**config.mk**
```make
export PLATFORM = sky130hd
export DESIGN_NAME = reg_file_param
export DESIGN_NICKNAME = d
export VERILOG_FILES = /design/src/rtl/reg_file_param_pkg.sv /design/src/rtl/reg_file_param_mux_nx1.sv /design/src/rtl/reg_file_param.sv
export SDC_FILE = /design/constraint.sdc
export NUM_CORES = 2
export LEC_CHECK = 0
export CORE_MARGIN = 5
export CORE_UTILIZATION = 36
export CTS_BUF_LIST = sky130_fd_sc_hd__clkbuf_4
export DETAILED_ROUTE_END_ITERATION = 16
export GPL_ROUTABILITY_DRIVEN = 0
export PLACE_DENSITY = 0.58
export SYNTH_ARGS = -nofsm -noshare
export SYNTH_HDL_FRONTEND = slang
export SYNTH_SLANG_ARGS = --single-unit
```
**constraint.sdc**
```tcl
create_clock -name clk -period 5.5 [get_ports clk]
set_input_delay 1.1 -clock clk [delete_from_list [all_inputs] [get_ports clk]]
set_output_delay 1.1 -clock clk [all_outputs]
set_load 0.05 [all_outputs]
```
**src/rtl/reg_file_param_pkg.sv**
```systemverilog
// Shared constants and helpers for the parametrised register file.
package reg_file_param_pkg;

    // Smallest r with 2**r >= value; used to size select/address fields.
    function automatic int unsigned clog2(input int unsigned value);
        int unsigned r;
        r = 0;
        while ((64'd1 << r) < 64'(value)) begin
            r = r + 1;
        end
        return r;
    endfunction

    localparam int unsigned DEF_WIDTH  = 64;
    localparam int unsigned DEF_DEPTH  = 32;
    localparam int unsigned DEF_ADDR_W = clog2(DEF_DEPTH);

endpackage

```
**src/rtl/reg_file_param_mux_nx1.sv**
```systemverilog
// Generic N-to-1 word multiplexer built as a binary tree of 2:1 stages.
module mux_nx1
    import reg_file_param_pkg::*;
#(
    parameter int unsigned N     = 32,
    parameter int unsigned WIDTH = 64,
    parameter int unsigned SEL_W = clog2(N)
) (
    input  logic [N*WIDTH-1:0] data_i,
    input  logic [SEL_W-1:0]   sel_i,
    output logic [WIDTH-1:0]   dout_c
);

    localparam int unsigned LEVELS = clog2(N);
    localparam int unsigned LEAVES = 1 << LEVELS;
    localparam logic [SEL_W:0] N_EXT = (SEL_W+1)'(N);

    logic in_range;

    // Level d holds 2**d nodes; level LEVELS is the zero-padded leaf row.
    for (genvar d = 0; d <= LEVELS; d++) begin : g_lvl
        localparam int unsigned NODES = 1 << d;
        logic [WIDTH-1:0] v [NODES];

        if (d == LEVELS) begin : g_leaf
            for (genvar j = 0; j < LEAVES; j++) begin : g_word
                if (j < N) begin : g_data
                    assign v[j] = data_i[j*WIDTH +: WIDTH];
                end else begin : g_pad
                    assign v[j] = '0;
                end
            end
        end else begin : g_node
            for (genvar j = 0; j < NODES; j++) begin : g_sel
                assign v[j] = sel_i[LEVELS-1-d] ? g_lvl[d+1].v[2*j+1]
                                                : g_lvl[d+1].v[2*j];
            end
        end
    end

    // Padding leaves already read zero, but select bits above the tree also matter.
    assign in_range = {1'b0, sel_i} < N_EXT;
    assign dout_c   = in_range ? g_lvl[0].v[0] : '0;

endmodule

```
**src/rtl/reg_file_param.sv**
```systemverilog
// Register file: DEPTH x WIDTH storage, one write port, two registered read ports.
module reg_file_param
    import reg_file_param_pkg::*;
#(
    parameter int unsigned WIDTH    = DEF_WIDTH,
    parameter int unsigned DEPTH    = DEF_DEPTH,
    parameter int unsigned ADDR_W   = DEF_ADDR_W,
    parameter int unsigned ZERO_REG = 1,
    parameter int unsigned BYPASS   = 1
) (
    input  logic              clk,
    input  logic              rst_n,
    input  logic              wr_en,
    input  logic [ADDR_W-1:0] wr_addr,
    input  logic [WIDTH-1:0]  wr_data,
    input  logic              rd_req,
    input  logic [ADDR_W-1:0] rd_addr_a,
    input  logic [ADDR_W-1:0] rd_addr_b,
    output logic              rd_valid,
    output logic [WIDTH-1:0]  rd_data_a,
    output logic [WIDTH-1:0]  rd_data_b
);

    localparam logic [ADDR_W:0] DEPTH_EXT = (ADDR_W+1)'(DEPTH);

    logic [DEPTH*WIDTH-1:0] mem_flat;
    logic                   wr_legal_c;
    logic                   byp_a_c;
    logic                   byp_b_c;
    logic [WIDTH-1:0]       mux_a_c;
    logic [WIDTH-1:0]       mux_b_c;
    logic                   rd_valid_q, rd_valid_d;
    logic [WIDTH-1:0]       rd_data_a_q, rd_data_a_d;
    logic [WIDTH-1:0]       rd_data_b_q, rd_data_b_d;

    assign wr_legal_c = wr_en
                      && ({1'b0, wr_addr} < DEPTH_EXT)
                      && !((ZERO_REG != 0) && (wr_addr == '0));

    // One register per entry; a hardwired-zero entry 0 has no storage at all.
    for (genvar g = 0; g < DEPTH; g++) begin : g_ent
        if ((ZERO_REG != 0) && (g == 0)) begin : g_zero
            assign mem_flat[g*WIDTH +: WIDTH] = '0;
        end else begin : g_reg
            logic [WIDTH-1:0] entry_q;

            always_ff @(posedge clk or negedge rst_n) begin
                if (!rst_n) begin
                    entry_q <= '0;
                end else if (wr_legal_c && (wr_addr == ADDR_W'(g))) begin
                    entry_q <= wr_data;
                end
            end

            assign mem_flat[g*WIDTH +: WIDTH] = entry_q;
        end
    end

    mux_nx1 #(
        .N     (DEPTH),
        .WIDTH (WIDTH),
        .SEL_W (ADDR_W)
    ) u_mux_a (
        .data_i (mem_flat),
        .sel_i  (rd_addr_a),
        .dout_c (mux_a_c)
    );

    mux_nx1 #(
        .N     (DEPTH),
        .WIDTH (WIDTH),
        .SEL_W (ADDR_W)
    ) u_mux_b (
        .data_i (mem_flat),
        .sel_i  (rd_addr_b),
        .dout_c (mux_b_c)
    );

    // Only a write that will actually land is forwarded.
    assign byp_a_c = (BYPASS != 0) && wr_legal_c && (wr_addr == rd_addr_a);
    assign byp_b_c = (BYPASS != 0) && wr_legal_c && (wr_addr == rd_addr_b);

    always_comb begin
        rd_valid_d  = rd_req;
        rd_data_a_d = rd_data_a_q;
        rd_data_b_d = rd_data_b_q;
        if (rd_req) begin
            rd_data_a_d = byp_a_c ? wr_data : mux_a_c;
            rd_data_b_d = byp_b_c ? wr_data : mux_b_c;
        end
    end

    always_ff @(posedge clk or negedge rst_n) begin
        if (!rst_n) begin
            rd_valid_q  <= 1'b0;
            rd_data_a_q <= '0;
            rd_data_b_q <= '0;
        end else begin
            rd_valid_q  <= rd_valid_d;
            rd_data_a_q <= rd_data_a_d;
            rd_data_b_q <= rd_data_b_d;
        end
    end

    assign rd_valid  = rd_valid_q;
    assign rd_data_a = rd_data_a_q;
    assign rd_data_b = rd_data_b_q;

endmodule

```
==> metrics.md <==
| Metric | Value |
|---|---|
| Pre-antenna DRT Iters | 7 |
| Number of distinct library cells after synthesis | 51 |
| Slew headroom | 0.117 |
| Top FF cell, synth | dfrtp_1 |
| Syn_area_per_cell | 14.5 µm² |
| Worst Hold End | rd_data_a[14]$_DFFE_PN0P_ |
| Total Wirelength | 376 mm |
| Worst-skew pair later-pin latency | 1.35 ns |
| Final Instance Area | 124000 µm² |
| CP top delay family | buffers and inverters |
| Share of synthesized registers carrying an async set or reset | 1.00 |
| Final core occ | 0.406 |
| Cells after DPL | 11.3k |
| DIE AREA | 317000 µm² |
| Buf/Inv on CP | 1 |
| Static leakage power | 0.0534 µW |
| Cell count after synthesis | 7595 |
| Yosys top cell by area | dfrtp_1 |
| FMAX | 0.253 GHz |
| I/O Buffers | 211 |
| Via density per instance | 6.01 |
| Worst slew pin tran | 1.32 ns |
| CTS clk-pin slew, worst paths | 0.08 ns |
| Footprint of the multi-input gates | 53900 µm² |
| Slowest stage cell, crit path | clkdlybuf4s50_1 |
| Synth top area share | 0.481 |
| PwrDens | 361 nW/µm² |
| Max IR drop VDD | 210 µV |
| Hold Startpoint | rd_addr_a[3] |
| Crit-path max FO | 2 |
| Final TNS setup | 0 ns |
| Total nets after synthesis | 7678 |
| Hold crit path type | primary input to register |
| FF/Latch Area | 52900 µm² |
| Area Growth Syn to Fin | 12.6% |
| Crit path kind | register to primary output |
| Ranking of synthesized cells by area | dfrtp_1 48%, mux2_2 19%, mux4_2 18% |
| Total grt overflow | 0 |
| RSZ-0062 raised after global routing | false |
| Worst R2R End | rd_data_a[43]$_DFFE_PN0P_ |
| CTS Sinks | 2113 |
| Initial antenna violation count | 23 |
| CTS Hold Bufs | 1 |
| CP required | 4.40 ns |
| Net total in the final layout | 7871 |
| Tmin final | 3.95 ns |
| H-tree levels | 6 |
| Tcrit/Tclk final | 0.718 |
| Fin cells | 12.3k |
| Setup Skew | 0.0781 ns |
| Final ANT Viol Nets | 0 |
| Worst path max stage delay | 0.90 ns |
| Most frequent cells in the layout | 2113 x dfrtp_1, 1845 x mux2_2, 890 x mux4_2 |
| Via count | 73.9k |
| Maximum number of pins on one net before global-route repair | 173 |
| Arrival time worst endpoint | 2.85 ns |
| Power Total | 44700 µW |
| Drt first-iter violations | 6572 |
| Number of I/O pins | 212 |
| Post-synth EDFFs | 0 |
| Drt wl/cell | 30.6 µm |
| Total GRT Usage | 0.235 |
| Final Slew Violations | 0 |
| Ys Warns | 0 |
| Crit path from | rd_data_b[13]$_DFFE_PN0P_ |
| Final number of setup-violating endpoints | 0 |
| Die W | 563 µm |
| Worst Hold Depth | 3 |
| Startpoint Class | register |
| Fraction of layout cells with a size suffix above 1 | 0.475 |
| Most common cell after layout, fill and taps aside | dfrtp_1 |
| Core area | 305000 µm² |
| Height of the chip | 563 µm |
| Rows | 203 |
| DP Area | 117000 µm² |
| Final hold violations | 0 |
| Max Buffers Root-to-Sink | 4 |
| Worst reg-to-reg setup slack | 3.35 ns |
| Max Cap Violations | 0 |
| # fillers | 28.4k |
| DP Wirelength | 217 mm |
| CTS tree | yes |
| Register area share after synthesis | 0.481 |
| First-pass GRT wire length | 554 mm |
| Clk root buf | clkbuf_4 |
| Yosys reg bits | 2113 |
| # DRC | 0 |
| Post-cts sizing count | 0 |
| RR Startpoint | g_ent[28].g_reg.entry_q[43]$_DFFE_PN0P_ |
| Crit. End Element | primary output |
| CP cell instances | clkdlybuf4s50_1 |
| Starting Density | 0.361 |
| Syn Std Cell Area | 110000 µm² |
| Vias in the first global route | 78.6k |
| Run status | completed |
| Post-CTS Setup Repair Bufs | 0 |
| CTS buffer count | 570 |
| Worst reg-to-reg path cell count | 5 |
==> sequential cells by signal, indices dropped and copies added (netlist names) <==
name,count
g_ent.g_reg.entry_q,1984
rd_data_a,64
rd_data_b,64
rd_valid,1
==> area by class of cell <==
| class | count | area share |
|---|---|---|
| diodes | 21 | 0.000424 |
| clock buffers | 822 | 0.0498 |
| clock inverters | 134 | 0.00693 |
| inverters | 31 | 0.000960 |
| multi-input cells | 4651 | 0.435 |
| flip-flops and latches | 2113 | 0.427 |
| well taps | 4100 | 0.0414 |
| repair buffers | 421 | 0.0387 |
==> metal layers <==
| layer | routed length, µm | vias up | track usage |
|---|---|---|---|
| li1 | - | 30004 | - |
| met2 | 178000 | 3144 | 0.376 |
| met1 | 156000 | 40034 | 0.317 |
| met3 | 26500 | 737 | 0.0447 |
| met5 | 57 | - | 0 |
| met4 | 14700 | 8 | 0.0909 |
==> report_power, final <==
| group | internal, µW | switching [µW] |
|---|---|---|
| logic | 5430 | 4170 |
| clock network | 7310 | 6870 |
| registers | 18500 | 2350 |
==> how the worst max path moves through the flow <==
stage,end,depth (start not counted)
after detailed placement,rd_data_b[28]$_DFFE_PN0P_,7
after CTS,rd_data_a[17],1
after global routing,rd_data_a[17],1
after floorplan,rd_data_a[35]$_DFFE_PN0P_,6
final,rd_data_b[13],1
after global placement,rd_data_b[24]$_DFFE_PN0P_,7
==> cells by family (layout without fill, tap and decap cells) <==
logic type | Yosys count | after routing | share of synthesized area
buffers and inverters | 831 | 1408 | 0.0326
other | 0 | 21 | 0
flip-flops | 2113 | 2113 | 0.481
XOR/XNOR | 10 | 10 | 0.000796
AND/OR/NAND/NOR | 687 | 687 | 0.0260
multiplexers | 3147 | 3147 | 0.410
AO/OA/AOI/OAI | 807 | 807 | 0.0504
==> stage by stage <==
stage	worst slack [ns]	hold slack, ns
3_3_place_gp	1.14	0.473
2_1_floorplan	2.38	0.460
4_1_cts	1.40	0.158
5_1_grt	1.46	0.203
6_report	1.55	0.242
3_5_place_dp	1.06	0.489
==> cells in the mapped netlist (all sizes together) (40+ instances only) <==
cell type and count:
a22oi 64, o21ai 218, nand3 60, nor2 189
o311ai 64, mux2i 336, nand2 354, clkbuf 455
mux2 1921, a21oi 66, o22ai 170, nor3 40
buf 345, dfrtp 2113, mux4 890
Note: power is estimated with default switching activity, not from simulation.
